<file path="src/rtl/io_bus_bridge.sv">
`default_nettype none
// ============================================================================
// Module   : io_bus_bridge
// Purpose  : MEM-stage to word-addressed IO memory bridge; loads and partial
//            stores (read-modify-write) stall the pipeline for one cycle.
// Revision : 1.0 - initial release
// ============================================================================
module io_bus_bridge #(
  parameter logic [31:0] IO_BASE = 32'h0000_4000,
  parameter logic [31:0] IO_MASK = 32'hFFFF_F000
) (
  input  logic        clk,
  input  logic        rst,
  input  logic        req_ce,
  input  logic        req_we,
  input  logic [31:0] req_addr,
  input  logic [31:0] req_wdata,
  input  logic [3:0]  req_be,
  output logic        req_stall,
  output logic [31:0] req_rdata,
  output logic        io_ce,
  output logic        io_we,
  output logic [31:0] io_addr,
  output logic [31:0] io_wdata,
  input  logic [31:0] io_rdata
);

  localparam logic [1:0] ST_IDLE    = 2'd0;
  localparam logic [1:0] ST_RD_DONE = 2'd1;
  localparam logic [1:0] ST_RMW_WR  = 2'd2;

  logic [1:0]  state_q, state_d;
  logic [31:0] rdata_q, rdata_d;
  logic [31:0] merge_q, merge_d;
  logic        hit;
  logic        be_full;
  logic        be_none;

  assign hit     = req_ce & ((req_addr & IO_MASK) == IO_BASE);
  assign be_full = (req_be == 4'hF);
  assign be_none = (req_be == 4'h0);
  // The request is held during a stall, so the address is always current.
  assign io_addr = req_addr;

  always_ff @(posedge clk or negedge rst) begin
    if (!rst) begin
      state_q <= ST_IDLE;
      rdata_q <= 32'h0;
      merge_q <= 32'h0;
    end else begin
      state_q <= state_d;
      rdata_q <= rdata_d;
      merge_q <= merge_d;
    end
  end

  always_comb begin
    state_d = state_q;
    rdata_d = rdata_q;
    merge_d = merge_q;
    case (state_q)
      ST_IDLE: begin
        if (hit) begin
          if (!req_we) begin
            rdata_d = io_rdata;
            state_d = ST_RD_DONE;
          end else if (!be_full && !be_none) begin
            for (int i = 0; i < 4; i++) begin
              merge_d[8*i +: 8] = req_be[i] ? req_wdata[8*i +: 8] : io_rdata[8*i +: 8];
            end
            state_d = ST_RMW_WR;
          end
        end
      end
      ST_RD_DONE: state_d = ST_IDLE;
      ST_RMW_WR:  state_d = ST_IDLE;
      default:    state_d = ST_IDLE;
    endcase
  end

  // Outputs are forced quiet while reset is asserted, whatever the request.
  always_comb begin
    io_ce     = 1'b0;
    io_we     = 1'b0;
    io_wdata  = 32'h0;
    req_stall = 1'b0;
    req_rdata = 32'h0;
    if (rst) begin
      case (state_q)
        ST_IDLE: begin
          if (hit) begin
            if (!req_we) begin
              io_ce     = 1'b1;
              req_stall = 1'b1;
            end else if (be_full) begin
              io_ce    = 1'b1;
              io_we    = 1'b1;
              io_wdata = req_wdata;
            end else if (!be_none) begin
              io_ce     = 1'b1;
              req_stall = 1'b1;
            end
          end
        end
        ST_RD_DONE: req_rdata = rdata_q;
        ST_RMW_WR: begin
          io_ce    = 1'b1;
          io_we    = 1'b1;
          io_wdata = merge_q;
        end
        default: ;
      endcase
    end
  end

endmodule
`default_nettype wire

</file>
<file path="config.mk">
export PLATFORM = sky130hd
export DESIGN_NAME = io_bus_bridge
export DESIGN_NICKNAME = d
export VERILOG_FILES = /design/src/rtl/io_bus_bridge.sv
export SDC_FILE = /design/constraint.sdc
export NUM_CORES = 1
export LEC_CHECK = 0
export ABC_CLOCK_PERIOD_IN_PS = 2150
export BUFFER_PORTS_ARGS = -buffer_cell sky130_fd_sc_hd__buf_2
export CORE_ASPECT_RATIO = 1.25
export CORE_MARGIN = 1.5
export CORE_UTILIZATION = 30
export CTS_BUF_LIST = sky130_fd_sc_hd__clkbuf_16
export DETAILED_ROUTE_END_ITERATION = 10
export PLACE_DENSITY = 0.61
export SLEW_MARGIN = 10
export SYNTH_ARGS = -nofsm -noshare
export SYNTH_HDL_FRONTEND = slang
export SYNTH_SLANG_ARGS = --single-unit
</file>
<file path="constraint.sdc">
create_clock -name clk -period 2.15 [get_ports clk]
set_input_delay 0.43 -clock clk [delete_from_list [all_inputs] [get_ports clk]]
set_output_delay 0.43 -clock clk [all_outputs]
set_load 0.01 [all_outputs]
</file>
==> metrics.cfg, run 1 <==
[finish]
most-common-layout-cells=174 x buf_2, 66 x mux2_2, 66 x dfrtp_1
fin_util_pct=42.9
instances_no_fill=639
nNetsFinal=574
n_fill_cell=1182
seq_area_um2=1650
diodes=0
syn_to_final_growth_pct=38.5
multi_input_area_um2=1850
drive_gt1_share_pct=63.4
layout_commonest_cell=buf_2

[floorplanning]
die_width_um=104
start_util_pct=31.0
num_rows=45
fp.dieH_um=129
core-area_um2=12200
io_pins=203
dieArea_um2=13300

[power]
switching_share_pct=21.6
peakVddDrop_v=0.000305
clock_power_share_pct=50.4
powerDensity_nw_per_um2=580
p_sw_mw=0.659
power.internal_mw=2.38
power_leakage_nw=2.85
power.total_mw=3.04
pwr-share-comb_pct=8.8
p_seq_share_pct=40.8

[worst_setup_path]
critPathMostFrequentCell=buf_2
critical_path_arrival_ns=1.83
setup.worst_path.class=input pin to primary output
crit_path_top_delay_cell=nor4_4
worst-path-buf-inv=4
endpoint_kind=primary output
crit_family=buffers and inverters
slowest_delay_ns=0.28
crit_path_max_fanout=7
crit_chain=buf_2 -> and4_1 -> nand2_1 -> nor4_4 -> buf_6 -> clkbuf_16 -> a22o_1 -> buf_2
critPathLaunchType=input pin
required_ns=1.72

[drt]
vias=2970
drc=0
wl_per_cell_um=16.4
drtIter0Drc=76
viasPerCell=4.65
wirelength_mm=10.5
drtPass1Iterations=4
drtAntennaViolNets=0

[synthesis]
syn-instance-count=304
ys_ff_latch=66
syn-num-nets=408
netlist.top_cell.by_area=dfrtp_1
syn_area_um2=3790
ys_types=27
avgSynthCellArea_um2=12.5
yosysSeqAreaShare_pct=43.6
yosysWarnings=0
synth_area_leaders=dfrtp_1 44%, mux2_2 20%, mux2_1 8.9%, a22o_1 7.4%, buf_4 6.3%
synth_top_area_share_pct=43.6

[global_routing]
track_usage_pct=15.5
gr-usage-met3_pct=3.80
grt_use_met1_pct=17.6
grt_most_used_layer=met2
grt_pass1_vias=3054
grt_pass1_wl_mm=15.9
grt_antenna_before_repair=0
grt_use_met2_pct=27.8
grt_max_degree=67
gr-total-overflow=0

[clock_tree]
insertion_delay_ns=0.32
cts_buffer_depth=2
htree_levels=3
root_buffer=clkbuf_16
cts_tree=yes
cts_buffers=9
path_clk_slew_ns=0.05
cts_sinks=66
postCtsHoldBufs=0

[placed_design]
io_buffers=178
dp_hpwl_mm=7.51
globalplace.congestion=0.755
dp_cells=617

[sta]
period_share_pct=105
rsz0062_at_grt=true
fmax_mhz=443
tightest_slew_ns=0.847
hold_ws_ns=0.345
hold_violations=0
fin_worst_skew_ns=0.00417
slew_viol_final=0
layout_min_cycle_time_ns=2.26
worst_slew_margin_rel_pct=43.5
setup_viol=32
setup_ws_ns=-0.107
tns_ns=-2.47

[min_path]
hold_class=input pin to flop

[run_status]
status=finished, violations left
violations=setup timing

[flow_run]
cap_violations=0

## flip-flops by register name (all words and copies together), names as in the netlist
name	flops
merge_q	32
rdata_q	32
state_q	2
## Yosys cell counts (all sizes together)
master and number:
nand4 1, nor4 5, nor3 2, nor4b 3, a22o 32, a211oi 1, nor2b 1, buf 45
o21a 2, and3b 1, and4 1, nor2 2, dfrtp 66, nor3b 1, nand2b 1, and2 33
or2 1, mux2 96, nand2 3, clkbuf 7
## worst reg2reg max path: stages (launching register included)
cell,delay [ns]
dfrtp_1,0.41
buf_4,0.15
or2_2,0.32
nor4b_4,0.31
buf_4,0.25
mux2_1,0.34
## cell type report
class,count,area share [%]
Sequential cell,66,31.5
Timing Repair Buffer,207,23.5
Tap cell,164,3.91
Clock buffer,9,4.29
Clock inverter,7,1.62
Multi-Input combinational cell,186,35.2
## power by group through the flow
| stage | combinational, mW | sequential (mW) | clock [mW] |
|---|---|---|---|
| final | 0.267 | 1.24 | 1.53 |
| after global routing | 0.290 | 1.24 | 1.63 |
| after CTS | 0.263 | 1.24 | 1.59 |
| after detailed placement | 0.258 | 1.26 | 0 |
| after global placement | 0.253 | 1.26 | 0 |
| after floorplan | 0.134 | 1.27 | 0 |
## worst paths after layout
check,startpoint,end,slack [ns],cells past startpoint
max,req_be[0],io_wdata[24],-0.11,8
min,io_rdata[6],rdata_q[6],0.35,2
max reg2reg,state_q[0],merge_q[7],0.26,5
min reg2reg,merge_q[22],merge_q[22],0.48,1
max in group asynchronous,rst,rdata_q[10],1.15,3
min in group asynchronous,rst,state_q[1],0.42,3
## timing repair
| item | CTS | global route |
|---|---|---|
| pin swaps | 6 | 7 |
| cloned | 2 | 1 |
| endpoints found under the setup margin | 34 | 72 |
| buffers inserted | 3 | 0 |
| resized for setup | 16 | 9 |
| endpoints found under the hold margin | 0 | 0 |
## metal layers
| metal | share of wire [%] | vias to the layer above |
|---|---|---|
| li1 | - | 1398 |
| met1 | 41 | 1459 |
| met2 | 52 | 99 |
| met3 | 4.7 | 14 |
| met4 | 2.0 | 0 |
| met5 | 0 | - |
## stage by stage
step                cell area, um^2  worst slack (ns)
global placement               4740            -0.173
global route                   5250            -0.169
floorplan                      3800           -0.0243
CTS                            5180            -0.107
detailed placement             4740            -0.181
finish                         5250            -0.107
## cells by family after synthesis
family / count (synthesis) / share of synthesized area [%]
multiplexers: 96 / 28.5
flip-flops: 66 / 43.6
buffers and inverters: 52 / 9.24
AND/OR/NAND/NOR: 55 / 10.7
AO/OA/AOI/OAI: 35 / 7.99
(Power assumes the default switching activity.)
==> inputs of run 2 (changes only) <==
- ABC_CLOCK_PERIOD_IN_PS: 2150 -> 2400
- PLACE_DENSITY: 0.61 -> 0.59
- clock period: 2.15 -> 2.4 ns (I/O delays scaled with it)
==> run 2 against run 1 <==
Compared with the run above:
- the flow now finishes without violations
- global-route usage increased by 0.34 points
- clock-buffer cell count unchanged
- critical path depth unchanged
- flip-flop and latch count unchanged
- register-to-register slack improved by 0.31 ns
- combinational power decreased by 12%
- via count increased by 0.51%
- non-clock buffer count decreased by 6
- sequential share of layout area increased by 0.64 points
- critical path type unchanged
- cell area decreased by 2.0%
- clock skew about the same
- cell count decreased by 0.94%
==> metrics.cfg, run 2 (synthesized netlist as in run 1, its figures left out) <==
[clock_tree]
cts_buffers=9
cts_sinks=66
root_buffer=clkbuf_16
htree_levels=3
cts_tree=yes
insertion_delay_ns=0.33
path_clk_slew_ns=0.05
postCtsHoldBufs=0
cts_buffer_depth=2

[finish]
fin_util_pct=42.1
instances_no_fill=633
syn_to_final_growth_pct=35.7
n_fill_cell=1222
diodes=0
layout_commonest_cell=buf_2
most-common-layout-cells=175 x buf_2, 66 x mux2_2, 66 x dfrtp_1
design_area_um2=5140
reg_top3=merge_q: 32 flops, rdata_q: 32 flops, state_q: 2 flops
drive_gt1_share_pct=62.5
nNetsFinal=568

[min_path]
hold_class=input pin to flop
hp-start=io_rdata[6]
min_path_cells=2
min_to=rdata_q[6]

[placed_design]
postPlaceCellArea_um2=4710
dp_cells=613
dp_hpwl_mm=7.59
pre_cts_ws_ns=-0.0675
io_buffers=178
globalplace.congestion=0.786

[worst_setup_path]
crit_family=simple AND/OR/NAND/NOR gates
required_ns=1.92
critPathMostFrequentCell=buf_8
critical_path_arrival_ns=1.87
slowest_delay_ns=0.31
crit_chain=buf_8 -> nor4b_4 -> nand2_2 -> nor4_4 -> buf_6 -> buf_8 -> a22o_1 -> buf_2
worst-path-buf-inv=4
rr_endpoint=merge_q[21]
crit_path_top_delay_cell=nor4_4
reg2regPathDepth=4
crit_path_max_fanout=9
reg2reg_slack_ns=0.57
critPathLaunchType=input pin
setup.worst_path.class=input pin to primary output
endpoint_kind=primary output
r2r_start=state_q[1]

[drt]
wirelength_mm=10.4
drc=0
viasPerCell=4.72
vias=2985
drtPass1Iterations=4
wl_per_cell_um=16.5
drtIter0Drc=91
drtAntennaViolNets=0

[sta]
hold_violations=0
rsz0062_at_grt=true
slew_viol_final=0
tightest_slew_ns=0.845
setup_viol=0
fin_worst_skew_ns=0.00378
fmax_mhz=426
layout_min_cycle_time_ns=2.35
setup_ws_ns=0.0529
worst_slew_margin_rel_pct=43.6
period_share_pct=97.8

[flow_run]
cap_violations=0

[power]
peakVddDrop_v=0.000344
power_leakage_nw=2.80
powerDensity_nw_per_um2=527

[global_routing]
gr-total-overflow=0
grt_pass1_wl_mm=16.4
grt_max_degree=67
grt_pass1_vias=3116
track_usage_pct=15.8
grt_antenna_before_repair=0

[floorplanning]
dieArea_um2=13300
core-area_um2=12200
die_width_um=104
fp.dieH_um=129
num_rows=45
io_pins=203
start_util_pct=31.0

[run_status]
status=finished clean

[run 2: how the worst max path moves through the flow]
stage	start	end	depth (start not counted)
6_report	req_addr[17]	io_wdata[8]	8
5_1_grt	req_addr[17]	io_wdata[8]	8
4_1_cts	req_addr[15]	io_wdata[26]	8
3_5_place_dp	req_addr[16]	io_wdata[8]	7
3_3_place_gp	req_addr[24]	io_wdata[27]	7
2_1_floorplan	req_addr[24]	io_wdata[10]	5
[run 2: timing repair]
item | in CTS | in global routing
gates resized for setup | 6 | 13
buffers inserted | 2 | 1
endpoints found under the setup margin | 33 | 33
cloned | 2 | 0
pin swaps | 2 | 4
[run 2: final cells by class]
cell class | instances | area (um^2) | share of cell area, %
clock buffers | 9 | 225 | 4.38
clock inverters | 7 | 85.1 | 1.65
well taps | 164 | 205 | 3.99
multi-input cells | 186 | 1840 | 35.8
flip-flops and latches | 66 | 1650 | 32.1
repair buffers | 201 | 1140 | 22.1
[run 2: stage by stage]
| stage | hold WS (ns) | power, mW | setup TNS (ns) |
|---|---|---|---|
| after CTS | 0.383 | 2.74 | -0.115 |
| final | 0.396 | 2.71 | 0 |
| after global routing | 0.392 | 2.83 | -0.0902 |
| after floorplan | 0.184 | 1.25 | 0 |
| after global placement | 0.461 | 1.36 | -0.170 |
| after detailed placement | 0.471 | 1.36 | -1.20 |
[run 2: where the power goes]
part,switching (mW),total [mW],internal [mW]
registers,0.00000696,1.11,1.11
logic,0.113,0.235,0.122
clock network,0.465,1.36,0.897
total,0.578,2.71,2.13
[run 2: metal layers]
layer	vias up	routed length (um)	global-route usage [%]
met1	1475	4120	17.3
met4	0	209	5.88
met5	-	0	0
met2	101	5490	29.2
li1	1387	-	-
met3	22	603	4.56
